File: config.mk
export PLATFORM = sky130hd
export DESIGN_NAME = led_blink_scheduler
export DESIGN_NICKNAME = d
export VERILOG_FILES = /design/src/rtl/led_blink_scheduler.sv
export SDC_FILE = /design/constraint.sdc
export NUM_CORES = 1
export LEC_CHECK = 0
export ABC_AREA = 1
export BUFFER_PORTS_ARGS = -buffer_cell sky130_fd_sc_hd__buf_2
export CAP_MARGIN = 20
export CELL_PAD_IN_SITES_DETAIL_PLACEMENT = 0
export CELL_PAD_IN_SITES_GLOBAL_PLACEMENT = 1
export CORE_ASPECT_RATIO = 2
export CORE_MARGIN = 1.5
export CORE_UTILIZATION = 35
export DETAILED_ROUTE_END_ITERATION = 6
export GPL_TIMING_DRIVEN = 0
export PLACE_DENSITY_LB_ADDON = 0.1
export SLEW_MARGIN = 30
export SYNTH_ARGS = -nofsm -noshare
export SYNTH_HDL_FRONTEND = slang
export SYNTH_SLANG_ARGS = --single-unit
File: constraint.sdc
create_clock -name CLOCK -period 2 [get_ports CLOCK]
set_input_delay 0.5 -clock CLOCK [delete_from_list [all_inputs] [get_ports CLOCK]]
set_output_delay 0.5 -clock CLOCK [all_outputs]
set_load 0.1 [all_outputs]
File: src/rtl/led_blink_scheduler.sv
// led_blink_scheduler: round-robin scheduler that lets four requesters share
// one active-low LED. A granted requester gets N on/off blink pairs, then an
// LED-off gap, then a one-cycle DONE pulse while its grant is still high.
// Optional build macro: LED_SCHED_FASTSIM_EN -- when defined, every blink
// phase lasts 8 clocks regardless of TICK_DIV (gap length still scales by
// GAP_TICKS), so simulations finish quickly.
module led_blink_scheduler #(
  parameter int TICK_DIV  = 520000,
  parameter int GAP_TICKS = 4
) (
  input  logic        CLOCK,
  input  logic        RESETn,
  input  logic [3:0]  REQ,
  input  logic [15:0] COUNT,
  output logic [3:0]  GNT,
  output logic [3:0]  DONE,
  output logic        BUSY,
  output logic        LEDn
);

  localparam logic [2:0] S_IDLE = 3'd0;
  localparam logic [2:0] S_ON   = 3'd1;
  localparam logic [2:0] S_OFF  = 3'd2;
  localparam logic [2:0] S_GAP  = 3'd3;
  localparam logic [2:0] S_FIN  = 3'd4;

`ifdef LED_SCHED_FASTSIM_EN
  localparam int PHASE_LEN = 8;
`else
  localparam int PHASE_LEN = TICK_DIV;
`endif

  localparam int PH_W  = (PHASE_LEN > 1) ? $clog2(PHASE_LEN) : 1;
  localparam int GAP_W = (GAP_TICKS > 1) ? $clog2(GAP_TICKS) : 1;
  localparam logic [PH_W-1:0]  PH_LAST  = PH_W'(PHASE_LEN - 1);
  localparam logic [GAP_W-1:0] GAP_LAST = GAP_W'((GAP_TICKS > 0) ? GAP_TICKS - 1 : 0);

  logic [2:0]       state_q, state_d;
  logic [3:0]       gnt_q, gnt_d;
  logic [1:0]       idx_q, idx_d;     // index of the requester being served
  logic [1:0]       ptr_q, ptr_d;     // last requester that completed service
  logic [3:0]       cnt_q, cnt_d;     // blink pairs still to show
  logic [PH_W-1:0]  phase_q, phase_d;
  logic [GAP_W-1:0] gap_q, gap_d;

  logic             tick;
  logic             win_found;
  logic [1:0]       win_idx;
  logic [1:0]       cand;
  logic [3:0]       win_count;

  assign tick = (phase_q == PH_LAST);

  // Round-robin pick: first asserted REQ starting just after the pointer.
  always_comb begin
    win_found = 1'b0;
    win_idx   = 2'd0;
    cand      = 2'd0;
    for (int k = 1; k <= 4; k++) begin
      cand = ptr_q + 2'(k);
      if (!win_found && REQ[cand]) begin
        win_found = 1'b1;
        win_idx   = cand;
      end
    end
  end

  assign win_count = COUNT[{win_idx, 2'b00} +: 4];

  // Next-state logic; COUNT and REQ are only looked at while IDLE, so a
  // running service cannot be disturbed by either of them.
  always_comb begin
    state_d = state_q;
    gnt_d   = gnt_q;
    idx_d   = idx_q;
    ptr_d   = ptr_q;
    cnt_d   = cnt_q;
    phase_d = phase_q;
    gap_d   = gap_q;
    case (state_q)
      S_IDLE: begin
        if (win_found) begin
          gnt_d   = 4'b0001 << win_idx;
          idx_d   = win_idx;
          cnt_d   = win_count;
          phase_d = '0;
          gap_d   = '0;
          state_d = (win_count == 4'd0) ? S_FIN : S_ON;
        end
      end
      S_ON: begin
        phase_d = tick ? '0 : phase_q + 1'b1;
        if (tick) state_d = S_OFF;
      end
      S_OFF: begin
        phase_d = tick ? '0 : phase_q + 1'b1;
        if (tick) begin
          cnt_d = cnt_q - 1'b1;
          if (cnt_q != 4'd1)       state_d = S_ON;
          else if (GAP_TICKS == 0) state_d = S_FIN;
          else                     state_d = S_GAP;
        end
      end
      S_GAP: begin
        phase_d = tick ? '0 : phase_q + 1'b1;
        if (tick) begin
          if (gap_q == GAP_LAST) state_d = S_FIN;
          else                   gap_d   = gap_q + 1'b1;
        end
      end
      S_FIN: begin
        gnt_d   = 4'b0000;
        ptr_d   = idx_q;
        phase_d = '0;
        state_d = S_IDLE;
      end
      default: begin
        gnt_d   = 4'b0000;
        phase_d = '0;
        state_d = S_IDLE;
      end
    endcase
  end

  // State registers; the pointer resets to 3 so requester 0 wins first.
  always_ff @(posedge CLOCK or negedge RESETn) begin
    if (!RESETn) begin
      state_q <= S_IDLE;
      gnt_q   <= 4'b0000;
      idx_q   <= 2'd0;
      ptr_q   <= 2'd3;
      cnt_q   <= 4'd0;
      phase_q <= '0;
      gap_q   <= '0;
    end else begin
      state_q <= state_d;
      gnt_q   <= gnt_d;
      idx_q   <= idx_d;
      ptr_q   <= ptr_d;
      cnt_q   <= cnt_d;
      phase_q <= phase_d;
      gap_q   <= gap_d;
    end
  end

  // Outputs decode straight from registered state, so reset clears them at once.
  assign GNT  = gnt_q;
  assign DONE = (state_q == S_FIN) ? gnt_q : 4'b0000;
  assign BUSY = (state_q != S_IDLE);
  assign LEDn = (state_q != S_ON);

endmodule
==> results.sh <==
export IMPL_p_seq_share_pct=42.6
export IMPL_grt_pass1_vias=2561
export IMPL_synth_top_area_share_pct=35.9
export IMPL_p_switching_mw=0.413
export IMPL_synthDistinctLibCells=34
export IMPL_cts_sinks=36
export IMPL_worstReg2RegStart="ptr_q[0]"
export IMPL_required_ns=2.17
export IMPL_path_max_fanout=8
export IMPL_crit_start="ptr_q[0]"
export IMPL_cts_buffer_depth=2
export IMPL_p_leak_nw=1.79
export IMPL_syn_to_final_growth_pct=44.3
export IMPL_io_buffers=31
export IMPL_n_antenna_cell=0
export IMPL_nFillCells=668
export IMPL_drt_iter0_drc=70
export IMPL_postLayoutSetupSlackWorst_ns=-0.195
export IMPL_root_buffer="clkbuf_16"
export IMPL_synth_seq_cells=36
export IMPL_finClkSkew_ns=0.00382
export IMPL_vias=2429
export IMPL_synth_area_leader_cell="dfrtp_1"
export IMPL_wl_per_cell_um=14.3
export IMPL_routabilityCongestion=0.799
export IMPL_stdcell_area_um2=3420
export IMPL_numCtsBuffers=5
export IMPL_combPwrFrac_pct=10.5
export IMPL_outcome="finished with violations"
export IMPL_tns_ns=-2.69
export IMPL_hp_class="primary input to asynchronous set/reset pin"
export IMPL_start_util_pct=36.1
export IMPL_cp_end_kind="flip-flop"
export IMPL_place_hpwl_um=5020
export IMPL_violations="negative setup slack"
export IMPL_cts_tree="built"
export IMPL_pre_cts_ws_ns=-0.593
export IMPL_drive_gt1_share_pct=40.3
export IMPL_tightest_slew_ns=0.622
export IMPL_core_um2=6570
export IMPL_layout_common_cells="nand2_1 (72), inv_1 (44), dfrtp_1 (30)"
export IMPL_ys_warn_count=0
export IMPL_syn_num_nets=360
export IMPL_die_width_um=61.2
export IMPL_nNetsFinal=427
export IMPL_power_density_nw_per_um2=500
export IMPL_synth_area_um2=2370
export IMPL_worst_setup_path_start_kind="flip-flop"
export IMPL_seqCellArea_um2=908
export IMPL_crit_end="state_q[0]"
export IMPL_grt_pass1_wl_um=11300
export IMPL_ff2ff_path_depth=18
export IMPL_swShare_pct=24.1
export IMPL_clock_fmax_mhz=456
export IMPL_overflow=0
export IMPL_fin_cells=490
export IMPL_ctsHtreeMaxLevel=2
export IMPL_p_total_mw=1.71
export IMPL_antenna_found_initial=0
export IMPL_drc_errors=0
export IMPL_synth_area_leaders="dfrtp_1 (36%), nand2_1 (15%), inv_1 (8.2%)"
export IMPL_clkSlewWorstSetupHoldPaths_ns=0.06
export IMPL_routed_wl_um=7000
export IMPL_first_pass_iters=4
export IMPL_regToRegSetupSlack_ns=-0.19
export IMPL_slew_headroom_pct=58.4
export IMPL_drv_cap=0
export IMPL_dieArea_um2=7310
export IMPL_detail_route_antenna_nets=0
export IMPL_r2r_end="state_q[0]"
export IMPL_rsz0062_at_grt="true"
export IMPL_place_area_um2=2680
export IMPL_row_count=42
export IMPL_multi_input_area_um2=1580
export IMPL_die_y_um=119
export IMPL_slew_viol_final=0
export IMPL_insertion_delay_ns=0.29
export IMPL_p_clk_share_pct=47.0
export IMPL_min_period_ns=2.19
export IMPL_crit_type="flip-flop to flip-flop"
export IMPL_setup_violations=26
export IMPL_seq_area_frac_synth_pct=38.1
export IMPL_final_hold_violation_count=0
export IMPL_dp_cells=453
export IMPL_ios=32
export IMPL_p_int_mw=1.30
export IMPL_fin_crit_sh_pct=110
export IMPL_grt_max_degree=37
export IMPL_syn_area_per_cell_um2=7.10
export IMPL_viasPerCell=4.96
export IMPL_synthCells=334
export IMPL_vdd_drop_max_uv=314
export IMPL_mostFrequentLayoutCell="nand2_1"
export IMPL_grt_usage_pct=20.9
export IMPL_arrival_ns=2.37
## cells by family (layout without fill, tap and decap cells)
kind of cell | after synthesis | after routing | share of synthesized area, %
XOR/XNOR | 2 | 2 | 0.739
adder cells (fa/ha/maj) | 4 | 4 | 2.11
AO/OA/AOI/OAI | 55 | 55 | 13.8
buffers and inverters | 60 | 128 | 10.4
AND/OR/NAND/NOR | 177 | 177 | 34.9
flip-flops | 36 | 36 | 38.1
## power by group through the flow
| stage | Combinational, mW | Sequential (mW) | Clock, mW |
|---|---|---|---|
| finish | 0.179 | 0.729 | 0.805 |
| floorplan | 0.0764 | 0.742 | 0 |
| CTS | 0.156 | 0.729 | 0.822 |
| global route | 0.198 | 0.728 | 0.849 |
| detailed placement | 0.131 | 0.742 | 0 |
| global placement | 0.130 | 0.742 | 0 |
## timing repair
action,4_1_cts,5_1_grt
buffers inserted,19,9
cloned,1,0
endpoints found under the setup margin,37,39
pin swaps,15,27
hold buffers,0,0
gates resized for setup,37,64
## state kept, by name, summed over array words and instances, names as in the netlist
name and count:
GNT 4, idx_q 2, phase_q 19, cnt_q 4, state_q 3, gap_q 2
ptr_q 2
## synthesized netlist by cell type, drive strengths merged
| cell type | n |
|---|---|
| o41ai | 1 |
| nor4 | 1 |
| o21a | 2 |
| buf | 2 |
| dfrtp | 34 |
| clkbuf | 1 |
| o211ai | 1 |
| dfstp | 2 |
| nand3 | 27 |
| a21oi | 24 |
| a31oi | 1 |
| o21ai | 15 |
| ha | 4 |
| nand4 | 5 |
| o32ai | 4 |
| a22oi | 4 |
| nor2 | 26 |
| o22ai | 2 |
| inv | 57 |
| xor2 | 2 |
| and3 | 1 |
| nand2 | 111 |
| a2bb2oi | 1 |
| nor3 | 6 |
## worst max-delay path: stages, from the launching register on
cell     delay, ns
dfstp_2       0.55
buf_6         0.14
inv_8         0.06
nand2_4       0.07
nand2_4       0.07
nand2_4       0.08
nand2_4       0.06
nor2_4        0.12
buf_4         0.11
nand3_1       0.07
nand2_2       0.09
nand2_4       0.07
buf_4         0.17
nand2_1       0.08
nand2_2       0.07
nor2_4        0.11
nand2_1       0.06
nand2_1       0.05
a21oi_1       0.05
## final cells by class
cell class | instances | share of cell area [%]
Multi-Input combinational cell | 238 | 46.1
Sequential cell | 36 | 26.5
Timing Repair Buffer | 60 | 12.1
Inverter | 57 | 6.62
Clock buffer | 8 | 4.28
Tap cell | 88 | 3.22
Buffer | 3 | 1.21
## layer usage
layer | vias up | wire length, um | share of wire [%] | GRT usage (%)
li1 | 1212 | - | - | -
met1 | 1144 | 2350 | 34 | 18.7
met2 | 54 | 4150 | 59 | 39.5
met3 | 19 | 191 | 2.7 | 3.91
met4 | 0 | 310 | 4.4 | 11.7
met5 | - | 0 | 0 | 0
## per-stage QoR
stage / util, % / hold WS [ns]
floorplan: - / 0.204
global placement: 40.8 / 0.474
detailed placement: 40.8 / 0.489
CTS: 47.2 / 0.349
global route: 52.1 / 0.207
finish: 52.1 / 0.167
## how the worst min path moves through the flow
stage	from	to	slack, ns	cells after the start
detailed placement	gap_q[1]	gap_q[1]	0.49	2
floorplan	RESETn	GNT[0]	0.20	0
CTS	RESETn	phase_q[14]	0.35	1
finish	RESETn	phase_q[15]	0.17	1
global route	RESETn	phase_q[15]	0.21	1
global placement	gap_q[1]	gap_q[1]	0.47	2
(Power assumes the default switching activity.)
